`src/rtl/cmp8_pkg.sv`:
```
// rtl/cmp8_pkg.sv - shared constants and state encoding for the 8-bit compare sequencer
package cmp8_pkg;

   localparam int CMP_W     = 8;
   localparam int HIT_CNT_W = 16;

   typedef logic [1:0] state_t;

   localparam state_t ST_IDLE = 2'd0;
   localparam state_t ST_SCAN = 2'd1;
   localparam state_t ST_RESP = 2'd2;

endpackage

```
`src/rtl/eq8_cmp.sv`:
```
// rtl/eq8_cmp.sv - combinational 8-bit equality comparator
module eq8_cmp
   import cmp8_pkg::*;
(
   input  logic [CMP_W-1:0] a,
   input  logic [CMP_W-1:0] b,
   output logic             eq
);

   // Equal when no bit position differs.
   assign eq = ~|(a ^ b);

endmodule

```
`src/rtl/cmp8_scan_ctrl.sv`:
```
// rtl/cmp8_scan_ctrl.sv - table search sequencer time-sharing one eq8_cmp
module cmp8_scan_ctrl
   import cmp8_pkg::*;
#(
   parameter  int DEPTH  = 16,
   parameter  int DATA_W = 8,
   localparam int IDX_W  = (DEPTH > 1) ? $clog2(DEPTH) : 1
) (
   input  logic                 clk,
   input  logic                 rst_n,
   input  logic                 wr_en,
   input  logic [IDX_W-1:0]     wr_idx,
   input  logic [DATA_W-1:0]    wr_data,
   input  logic                 clear_all,
   input  logic                 req_valid,
   output logic                 req_ready,
   input  logic [DATA_W-1:0]    req_key,
   output logic                 rsp_valid,
   input  logic                 rsp_ready,
   output logic                 rsp_hit,
   output logic [IDX_W-1:0]     rsp_idx,
   output logic                 busy,
   output logic [HIT_CNT_W-1:0] hit_count
);

   state_t              state;
   logic [DATA_W-1:0]   tbl [DEPTH];
   logic [DEPTH-1:0]    vld;
   logic [DATA_W-1:0]   key_q;
   logic [IDX_W-1:0]    scan_idx;
   logic                eq;
   logic                match;
   logic                last_idx;
   logic                wr_in_range;

   assign wr_in_range = (int'(wr_idx) < DEPTH);
   assign last_idx    = (scan_idx == IDX_W'(DEPTH - 1));
   assign match       = eq && vld[scan_idx];

   assign req_ready = (state == ST_IDLE) && rst_n;
   assign rsp_valid = (state == ST_RESP);
   assign busy      = (state != ST_IDLE);

   eq8_cmp u_cmp (
      .a  (tbl[scan_idx]),
      .b  (key_q),
      .eq (eq)
   );

   // Table bytes: written in any state; a compare this cycle still sees the old byte.
   always_ff @(posedge clk) begin
      if (wr_en && wr_in_range) begin
         tbl[wr_idx] <= wr_data;
      end
   end

   // Valid bits: bulk clear beats a same-cycle write.
   always_ff @(posedge clk) begin
      if (!rst_n) begin
         vld <= '0;
      end else if (clear_all) begin
         vld <= '0;
      end else if (wr_en && wr_in_range) begin
         vld[wr_idx] <= 1'b1;
      end
   end

   // Sequencer: accept key, walk the table from index 0, hold result until taken.
   always_ff @(posedge clk) begin
      if (!rst_n) begin
         state    <= ST_IDLE;
         key_q    <= '0;
         scan_idx <= '0;
         rsp_hit  <= 1'b0;
         rsp_idx  <= '0;
      end else begin
         case (state)
            ST_IDLE: begin
               if (req_valid) begin
                  key_q    <= req_key;
                  scan_idx <= '0;
                  state    <= ST_SCAN;
               end
            end
            ST_SCAN: begin
               if (match) begin
                  rsp_hit <= 1'b1;
                  rsp_idx <= scan_idx;
                  state   <= ST_RESP;
               end else if (last_idx) begin
                  rsp_hit <= 1'b0;
                  rsp_idx <= '0;
                  state   <= ST_RESP;
               end else begin
                  scan_idx <= scan_idx + 1'b1;
               end
            end
            ST_RESP: begin
               if (rsp_ready) begin
                  state <= ST_IDLE;
               end
            end
            default: state <= ST_IDLE;
         endcase
      end
   end

   // Hit statistics: one per accepted hit response, sticking at all-ones.
   always_ff @(posedge clk) begin
      if (!rst_n) begin
         hit_count <= '0;
      end else if ((state == ST_RESP) && rsp_ready && rsp_hit && (hit_count != '1)) begin
         hit_count <= hit_count + 1'b1;
      end
   end

endmodule

```
`config.mk`:
```
export PLATFORM = sky130hd
export DESIGN_NAME = cmp8_scan_ctrl
export DESIGN_NICKNAME = d
export VERILOG_FILES = /design/src/rtl/cmp8_pkg.sv /design/src/rtl/eq8_cmp.sv /design/src/rtl/cmp8_scan_ctrl.sv
export SDC_FILE = /design/constraint.sdc
export NUM_CORES = 1
export LEC_CHECK = 0
export ABC_AREA = 1
export CORE_ASPECT_RATIO = 2
export CORE_MARGIN = 4
export CORE_UTILIZATION = 61
export CTS_BUF_LIST = sky130_fd_sc_hd__clkbuf_4 sky130_fd_sc_hd__clkbuf_8
export DETAILED_ROUTE_END_ITERATION = 6
export PLACE_DENSITY = 0.82
export SLEW_MARGIN = 5
export SYNTH_ARGS = -nofsm -noshare
export SYNTH_HDL_FRONTEND = slang
export SYNTH_SLANG_ARGS = --single-unit
```
`constraint.sdc`:
```
create_clock -name clk -period 2.2 [get_ports clk]
set_input_delay 0.33 -clock clk [delete_from_list [all_inputs] [get_ports clk]]
set_output_delay 0.33 -clock clk [all_outputs]
set_load 0.02 [all_outputs]
```
# Word level (Yosys, flattened, before mapping)
# Memory sizes are Yosys's and may differ from the RTL's. A register that Yosys moved wholly into a read port is not among the register bits.
# Cells that the tools add are included.
# op_classes
addsub	2
n_lt_le_gt_ge	3
n_eq_ne	9
mux	21
bitwise	3
reduce_logical	17
# op_table
op	count
$mux 4	7
$add 16x1->16 const B	1
$ne 16x16->1 const B	1
$or 16x16->16	1
$lt 4x5->1 const B	2
$mux 2	4
$pmux 4 s2	1
$reduce_or 8->1	1
$xor 8x8->8	1
$logic_and 1x1->1	6
$mux 1	6
$ne 2x2->1 const B	3
$pmux 2 s3	1
$reduce_bool 2->1	3
$add 4x1->4 const B	1
$bmux 1 s4	1
$demux 1 s4	1
$eq 4x4->1 const B	1
$ge 4x1->1 const B	1
$reduce_and 2->1	2
$reduce_and 4->1	1
$ne 3x3->1 const B	1
$reduce_and 3->1	1
$eq 2x1->1 const B	1
other kinds (6)	6
# word_totals
regBits	51
ram_bits	128
input_bits	26
out_inout_bits	24
wordCells	63
memories	1
# mem_list
memory	words	word_bits	rd	rd_ports_with_merged_regs	wr	line	rtl
tbl	16	8	1	1	1	cmp8_scan_ctrl.sv:27	logic [DATA_W-1:0] tbl [DEPTH];

# Logic depth before layout (Yosys ltp)
# Gate-level depths: netlist (run 1).
# logic_depth
depth_word	8
mapped_depth	19
depth_no_buf	16

# Hierarchy
# A second synthesis (run 1) with hierarchy kept.
# unflattened
cells_unflattened	759
area_unflattened_um2	7803.7
# modules_own_cells
module	instances	cells_per_inst	area_each_um2	seq_area_each_um2
cmp8_scan_ctrl	1	715	7638.6	4944.7
eq8_cmp	1	44	165.2	0.0

# Least setup slack after synthesis (run 1)
# OpenSTA, ideal clock, no wires.
# synth_path
path_kind	reg2reg
from	register hit_count[0]
to	register hit_count[15]
setup_ns	0.117
t_arrival_ns	1.862
required_ns	2.083
slack_ns	0.221
stages_incl_launch_ff	13
n_path_buf	0
synth_period_minus_slack_ns	1.979
path_cell_list	dfxtp_1 > ha_1 > nand3_1 > nor4_1 > nand2_1 > nand2_1 > nor2_1 > nand3_1 > nor2_1 > nand2_1 > nor2_1 > a21oi_1 > nor2_1
# synth_via
elab_chain_len	2
word_cells_on_any_way	3
classes_between	1 x add/sub; 1 x eq/ne; 1 x reduce/logical
# synth_rtl
item	line	rtl
from (decl)	cmp8_scan_ctrl.sv:23	output logic [HIT_CNT_W-1:0] hit_count
from (signal assigned)	cmp8_scan_ctrl.sv:113	hit_count <= hit_count + 1'b1;
parallel branches: the longest is 2 deep, another holds $add 16x1->16	--	
# Parallel ways; which one is timed is not known.
# A chain may end at the register's enable or synchronous reset.

==> results of run 1 <==
## stage by stage
step | area [µm²] | TNS (ns) | cells | utilization [%]
final | 10100 | -5.29 | 1131 | 80.2
after detailed placement | 8910 | -2.09 | 1077 | 70.6
after CTS | 9810 | -0.0207 | 1125 | 77.7
after floorplan | 7910 | 0 | 852 | -
after global routing | 10100 | -6.46 | 1131 | 80.2
after global placement | 8910 | -0.805 | 1077 | 70.6
## metal layers
layer  wire, µm  vias to the layer above  share of wire (%)  global-route usage [%]
li1           -                     3025                  -                       -
met1       7820                     3281                 30                    33.7
met2      13500                      544                 53                    56.9
met3       2010                      185                7.8                    5.60
met4       2330                        0                9.1                    25.3
met5          0                        -                  0                       0
## report_power, final
group	switching [mW]	internal, mW
clock	1.24	1.05
combinational	0.747	0.510
sequential	0.0517	3.75
## flip-flops by register name (all words and copies together) (netlist names), named ones only
register,cells
state,2
key_q,8
tbl,128
rsp_hit,1
rsp_idx,4
scan_idx,4
hit_count,16
vld,16
## placed cells by master, fill, tap and decap left out, types with 2 or more instances in the layout
| master | instances |
|---|---|
| a21oi_1 | 28 |
| a21oi_2 | 7 |
| buf_12 | 9 |
| buf_16 | 6 |
| buf_4 | 54 |
| buf_6 | 10 |
| bufinv_16 | 2 |
| clkbuf_4 | 2 |
| clkbuf_8 | 17 |
| clkdlybuf4s50_1 | 49 |
| clkinv_1 | 3 |
| clkinv_4 | 2 |
| clkinvlp_4 | 4 |
| dfxtp_1 | 54 |
| edfxtp_1 | 128 |
| ha_1 | 2 |
| inv_1 | 116 |
| inv_2 | 2 |
| inv_6 | 4 |
| nand2_1 | 164 |
| nand2_2 | 23 |
| nand3_1 | 58 |
| nand3_2 | 42 |
| nand3_4 | 7 |
| nand4_1 | 7 |
| nor2_1 | 98 |
| nor2_2 | 5 |
| nor2_4 | 4 |
| nor3_1 | 7 |
| nor4_2 | 2 |
| o211ai_1 | 11 |
| o21a_1 | 5 |
| o21ai_0 | 29 |
| o21ai_1 | 7 |
| or2_2 | 2 |
| xor2_1 | 2 |
## kinds of logic after synthesis
group / share of synthesized area (%)
adder cells (fa/ha/maj): 0.316
XOR/XNOR: 0.222
AND/OR/NAND/NOR: 22.4
buffers and inverters: 8.32
flip-flops: 62.5
AO/OA/AOI/OAI: 6.23
## worst register-to-register path: stages, from the launching register on
cell      delay [ns]
dfxtp_4         0.45
clkinv_8        0.12
buf_8           0.16
buf_4           0.13
o21ai_0         0.22
nand3_1         0.27
nand3_2         0.23
nand2_4         0.11
nand2_2         0.08
nand2_2         0.06
nor2_4          0.11
buf_6           0.12
nand3_4         0.16
nand3_2         0.14
nand2_2         0.07
nor2_2          0.12
## area by class of cell
cell class              count  share of cell area (%)
clock inverters            13                    1.45
flip-flops and latches    183                    48.9
well taps                 150                    1.85
multi-input cells         514                    26.9
clock buffers              19                    2.46
inverters                 122                    4.67
repair buffers            130                    13.8
## final timing paths
| kind | end | slack, ns | depth (start not counted) |
|---|---|---|---|
| worst max register to register | scan_idx[0]$_SDFFE_PN0P_ | -0.41 | 15 |
| worst min register to register | vld[15]$_SDFFE_PP0P_ | 0.48 | 2 |
| worst max-delay path | scan_idx[0]$_SDFFE_PN0P_ | -0.41 | 15 |
| worst min-delay path | key_q[5]$_SDFFE_PN0P_ | 0.48 | 3 |
## what timing repair did
item	4_1_cts	5_1_grt
endpoints found under the setup margin	15	22
hold buffers	0	0
gates cloned	7	1
buffers inserted	9	5
pin swaps	30	17
resized for setup	60	64
==> results_tabular.tex, run 1 <==
\begin{tabular}{lr}
\hline
Metric & Value \\
\hline
\multicolumn{2}{l}{\textbf{Run status}} \\
\quad Outcome & finished with violations \\
\quad Violations in the final reports & DRC, setup timing \\
\multicolumn{2}{l}{\textbf{Drt}} \\
\quad Via count & 7035 \\
\quad Number of nets still failing antenna checks after routing & 0 \\
\quad Detailed-router iteration count before antenna repair & 7 \\
\quad Drt drc & 13 \\
\quad DRC marker count from the first detailed-route iteration & 839 \\
\quad Via-per-instance ratio & 6.22 \\
\quad Post-DR wirelength/cell & 22.7 µm \\
\quad WL final & 25.6 mm \\
\multicolumn{2}{l}{\textbf{Timing}} \\
\quad Number of endpoints with negative hold slack in the final report & 0 \\
\quad PnR worst setup slack & -0.407 ns \\
\quad Unrepaired setup endpoints after global routing & yes \\
\quad Highest achievable clock rate & 384 MHz \\
\quad Worst-case clock skew & 0.0167 ns \\
\quad Number of setup violations in the final report & 15 \\
\quad Hold slack & 0.475 ns \\
\quad Period utilisation layout & 119\% \\
\quad Number of pins with negative max-slew slack in the final report & 0 \\
\quad Actual transition at the worst max-transition pin & 0.600 ns \\
\quad Final worst path period need & 2.61 ns \\
\quad Max-Slew Margin vs Limit & 59.8\% \\
\multicolumn{2}{l}{\textbf{Critical path}} \\
\quad Buffers plus inverters on the worst setup path & 4 \\
\quad Critical Path RT & 2.60 ns \\
\quad Cell seen most often among critical-path stages & nand2\_2 \\
\quad Worst setup EP type & flop \\
\quad Cell at the slowest stage of the critical path & dfxtp\_4 \\
\quad Top delay family on crit path & simple AND/OR/NAND/NOR gates \\
\quad Worst-path cell chain & clkinv\_8, buf\_8, buf\_4, o21ai\_0, nand3\_1, nand3\_2, nand2\_4, nand2\_2, nand2\_2, nor2\_4, buf\_6, nand3\_4, nand3\_2, nand2\_2, nor2\_2 \\
\quad WS Path Type & flop to flop \\
\quad CP peak stage delay & 0.45 ns \\
\quad Maximum fanout along the worst path & 7 \\
\quad Worst Setup Start Kind & flop \\
\quad Crit path arrival time & 3.01 ns \\
\multicolumn{2}{l}{\textbf{Layout}} \\
\quad P\&R area growth vs syn & 28.0\% \\
\quad Fill cell count & 675 \\
\quad Number of inserted diodes & 0 \\
\quad Multi-input gate area in the final layout & 0.00273 mm² \\
\quad Layout cell share with drive strength beyond 1 & 21.4\% \\
\quad Sequential cell area in the final layout & 0.00495 mm² \\
\quad Fin nets & 996 \\
\multicolumn{2}{l}{\textbf{Synth}} \\
\quad Number of flip-flops and latches in the synthesized netlist & 183 \\
\quad Cell types with the highest counts after synthesis & 188 x nand2\_1, 128 x edfxtp\_1, 117 x inv\_1 \\
\quad Most numerous cell in the Yosys netlist & nand2\_1 \\
\quad Post-synthesis cell count & 852 \\
\quad Sequential cell area fraction in the yosys report & 62.5\% \\
\quad Cell types with the largest area share after synthesis & edfxtp\_1 49\%, dfxtp\_1 14\%, nand2\_1 8.9\% \\
\quad Area fraction of the dominant cell type after synthesis & 48.6\% \\
\quad Ys flop type & edfxtp\_1 \\
\quad Post-synth cell types & 28 \\
\quad Post-synthesis cell area & 0.00791 mm² \\
\quad Number of synthesized flops with an enable pin & 128 \\
\quad Cell accounting for the most synthesized area & edfxtp\_1 \\
\quad YS warnings & 0 \\
\quad Number of nets in the synthesized netlist & 880 \\
\quad Avg Cell Area, Syn & 9.28 µm² \\
\quad Ys async rst share & 0\% \\
\multicolumn{2}{l}{\textbf{GRT}} \\
\quad Vias in the first global route & 6892 \\
\quad Grt total ovfl & 0 \\
\quad Total global routing track utilization & 32.8\% \\
\quad First-pass GRT wire length & 35.7 mm \\
\quad Largest net degree at the start of global routing & 26 \\
\quad Number of antenna violations at the first check in global routing & 0 \\
\multicolumn{2}{l}{\textbf{Die}} \\
\quad Placeable core area & 0.0126 mm² \\
\quad Area of the die & 0.0150 mm² \\
\quad Standard-cell rows & 58 \\
\quad I/O pin total & 50 \\
\quad Die extent in x & 88.5 µm \\
\quad Starting density of the core & 62.6\% \\
\quad Y dimension of the die & 169 µm \\
\multicolumn{2}{l}{\textbf{Worst hold path}} \\
\quad Worst min-delay path class & input port to flop \\
\quad HP Start & req\_key[5] \\
\multicolumn{2}{l}{\textbf{Clock network}} \\
\quad Root buffer selected by CTS & clkbuf\_8 \\
\quad Deepest level of the CTS H-tree & 4 \\
\quad Clock insertion delay at the later pin of the skew report & 0.47 ns \\
\quad Number of clock sinks & 183 \\
\quad Clock-pin slew reported for the worst setup and hold paths after clock tree synthesis & 0.11 ns \\
\quad Clock tree from TritonCTS & yes \\
\quad Deepest clock path buffer count & 2 \\
\quad Number of clock buffers inserted by TritonCTS & 17 \\
\multicolumn{2}{l}{\textbf{Placement}} \\
\quad Post-detail-place hpwl & 14.3 mm \\
\quad Pre-CTS WS & -0.191 ns \\
\quad Number of buffer cells added on primary ports & 49 \\
\quad Gpl congestion & 0.930 \\
\multicolumn{2}{l}{\textbf{Pwr}} \\
\quad Max rail drop VDD & 0.000626 V \\
\quad Total Power & 7.35 mW \\
\quad Total leakage power & 4.01 nW \\
\quad Power density normalized to cell area & 726 mW/mm² \\
\multicolumn{2}{l}{\textbf{Flow run}} \\
\quad Max\_cap viols & 0 \\
\hline
\end{tabular}
No activity file was read; power rests on OpenSTA's default activity.
==> run 2, diff against run 1 <==
--- a/config.mk
+++ b/config.mk
@@ -12,6 +12,7 @@
 export CTS_BUF_LIST = sky130_fd_sc_hd__clkbuf_4 sky130_fd_sc_hd__clkbuf_8
 export DETAILED_ROUTE_END_ITERATION = 6
 export PLACE_DENSITY = 0.82
+export RECOVER_POWER = 100
 export SLEW_MARGIN = 5
 export SYNTH_ARGS = -nofsm -noshare
 export SYNTH_HDL_FRONTEND = slang
==> results_tabular.tex, run 2 (synthesis gave the netlist of run 1 again) <==
\begin{tabular}{lr}
\hline
Metric & Value \\
\hline
\multicolumn{2}{l}{\textbf{Run status}} \\
\quad Outcome & finished with violations \\
\quad Violations in the final reports & DRC, setup timing \\
\multicolumn{2}{l}{\textbf{Die}} \\
\quad Placeable core area & 0.0126 mm² \\
\quad Die extent in x & 88.5 µm \\
\quad Y dimension of the die & 169 µm \\
\quad I/O pin total & 50 \\
\quad Starting density of the core & 62.6\% \\
\quad Area of the die & 0.0150 mm² \\
\quad Standard-cell rows & 58 \\
\multicolumn{2}{l}{\textbf{Layout}} \\
\quad Fill cell count & 675 \\
\quad Max reg flops & 128 \\
\quad Layout cell share with drive strength beyond 1 & 21.4\% \\
\quad Number of inserted diodes & 0 \\
\quad Most flop-heavy register & tbl \\
\quad Commonest cells after routing, fill and taps aside & 164 x nand2\_1, 128 x edfxtp\_1, 116 x inv\_1, 98 x nor2\_1, 58 x nand3\_1 \\
\quad Leading cell type in the layout, fill and taps excluded & nand2\_1 \\
\quad Registers with the highest flip-flop counts & tbl: 128 flops, hit\_count: 16 flops, vld: 16 flops \\
\quad Fin nets & 996 \\
\quad Post-Layout Inst Area & 0.0101 mm² \\
\quad P\&R area growth vs syn & 28.0\% \\
\multicolumn{2}{l}{\textbf{Critical path}} \\
\quad Critical Path RT & 2.60 ns \\
\quad Crit path arrival time & 3.03 ns \\
\quad Maximum fanout along the worst path & 7 \\
\quad Worst setup EP type & flop \\
\quad WS Path Type & flop to flop \\
\quad Worst Setup Start Kind & flop \\
\multicolumn{2}{l}{\textbf{Clock network}} \\
\quad Clock-pin slew reported for the worst setup and hold paths after clock tree synthesis & 0.11 ns \\
\quad Clock tree from TritonCTS & yes \\
\quad Deepest level of the CTS H-tree & 4 \\
\quad Root buffer selected by CTS & clkbuf\_8 \\
\quad Number of clock buffers inserted by TritonCTS & 17 \\
\quad Number of clock sinks & 183 \\
\quad Clock insertion delay at the later pin of the skew report & 0.46 ns \\
\quad Deepest clock path buffer count & 2 \\
\multicolumn{2}{l}{\textbf{Timing}} \\
\quad Number of endpoints with negative hold slack in the final report & 0 \\
\quad Actual transition at the worst max-transition pin & 0.617 ns \\
\quad Hold slack & 0.477 ns \\
\quad Number of pins with negative max-slew slack in the final report & 0 \\
\quad Worst-case clock skew & 0.0163 ns \\
\quad Max-Slew Margin vs Limit & 58.7\% \\
\quad Number of setup violations in the final report & 15 \\
\quad Final worst path period need & 2.63 ns \\
\quad PnR worst setup slack & -0.430 ns \\
\quad Unrepaired setup endpoints after global routing & yes \\
\quad Period utilisation layout & 120\% \\
\quad Highest achievable clock rate & 380 MHz \\
\multicolumn{2}{l}{\textbf{Drt}} \\
\quad Post-DR wirelength/cell & 22.7 µm \\
\quad Number of nets still failing antenna checks after routing & 0 \\
\quad DRC marker count from the first detailed-route iteration & 851 \\
\quad Detailed-router iteration count before antenna repair & 7 \\
\quad Drt drc & 1 \\
\quad Via count & 7037 \\
\quad Via-per-instance ratio & 6.22 \\
\quad WL final & 25.6 mm \\
\multicolumn{2}{l}{\textbf{Pwr}} \\
\quad Total leakage power & 4.01 nW \\
\quad Total Power & 7.35 mW \\
\quad Reported net switching power & 2.04 mW \\
\quad Relative contribution of the clock network to total power & 31.2\% \\
\quad Internal power & 5.31 mW \\
\quad Combinational fraction of design power & 17.1\% \\
\quad Max rail drop VDD & 0.000627 V \\
\quad Portion of total power attributed to sequential cells & 51.8\% \\
\quad Power density normalized to cell area & 726 mW/mm² \\
\quad Sw Share & 27.8\% \\
\multicolumn{2}{l}{\textbf{Placement}} \\
\quad Post-place instance area & 0.00891 mm² \\
\quad Number of buffer cells added on primary ports & 49 \\
\quad Gpl congestion & 0.930 \\
\quad Post-detail-place hpwl & 14.3 mm \\
\multicolumn{2}{l}{\textbf{GRT}} \\
\quad First-pass GRT wire length & 35.7 mm \\
\quad Vias in the first global route & 6892 \\
\quad Total global routing track utilization & 32.8\% \\
\quad Grt total ovfl & 0 \\
\quad Number of antenna violations at the first check in global routing & 0 \\
\quad Largest net degree at the start of global routing & 26 \\
\multicolumn{2}{l}{\textbf{Worst hold path}} \\
\quad Worst min-delay path class & input port to flop \\
\multicolumn{2}{l}{\textbf{Flow run}} \\
\quad Max\_cap viols & 0 \\
\hline
\end{tabular}
run 2: cell count changes in the layout (fill, tap and decap cells not counted):
cell             before  now
dlygate4sd3_1         0    8
clkdlybuf4s50_1      49   41
run 2: layout make-up:
cell class,count,area [µm²],share of cell area [%]
well taps,150,188,1.85
clock inverters,13,146,1.45
flip-flops and latches,183,4950,48.9
multi-input cells,514,2730,26.9
repair buffers,130,1390,13.8
clock buffers,19,249,2.46
inverters,122,473,4.67
run 2: layer usage:
| metal | routed length, µm | vias to the layer above | global-route usage (%) | part of all wire, % |
|---|---|---|---|---|
| met1 | 7620 | 3259 | 33.7 | 30 |
| met3 | 2120 | 178 | 5.60 | 8.3 |
| met2 | 13500 | 575 | 56.9 | 53 |
| li1 | - | 3025 | - | - |
| met5 | 0 | - | 0 | 0 |
| met4 | 2420 | 0 | 25.3 | 9.5 |
run 2: critical path, cell delays in order, from the launching register on:
cell and delay (ns):
dfxtp_4 0.44, clkinv_8 0.11, buf_8 0.16, buf_4 0.13, o21ai_0 0.23, nand3_1 0.28, nand3_2 0.23, nand2_4 0.11
nand2_2 0.08, nand2_2 0.06, nor2_4 0.11, buf_6 0.12, nand3_4 0.15, nand3_2 0.14, nand2_2 0.07, nor2_2 0.12
run 2: final timing paths:
kind | endpoint | depth (start not counted) | from | slack [ns]
worst max-delay path | scan_idx[0]$_SDFFE_PN0P_ | 15 | flop | -0.43
worst min-delay path | key_q[5]$_SDFFE_PN0P_ | 3 | req_key[5] | 0.48
worst max register to register | scan_idx[0]$_SDFFE_PN0P_ | 15 | flop | -0.43
worst min register to register | vld[12]$_SDFFE_PP0P_ | 2 | vld[12]$_SDFFE_PP0P_ | 0.48
run 2: power by group through the flow:
stage	combinational, mW	sequential [mW]	clock, mW
2_1_floorplan	0.506	3.85	0
3_3_place_gp	0.814	3.87	0
3_5_place_dp	0.837	3.87	0
4_1_cts	1.05	3.80	2.27
5_1_grt	1.31	3.81	2.43
6_report	1.25	3.80	2.29
run 2: metrics by stage:
step	TNS, ns	cells	util (%)	setup slack (ns)
global placement	-0.805	1077	70.6	-0.0893
finish	-5.66	1131	80.2	-0.430
CTS	-0.0207	1125	77.7	-0.00652
global route	-6.46	1131	80.2	-0.489
detailed placement	-2.09	1077	70.6	-0.191
floorplan	0	852	-	0.221
run 2: timing repair:
item / CTS / global route
gates cloned: 7 / 1
setup endpoints to repair: 15 / 22
endpoints found under the hold margin: 0 / 0
pin swaps: 30 / 17
buffers inserted: 9 / 5
hold buffers: 0 / 0
gates resized for setup: 60 / 64
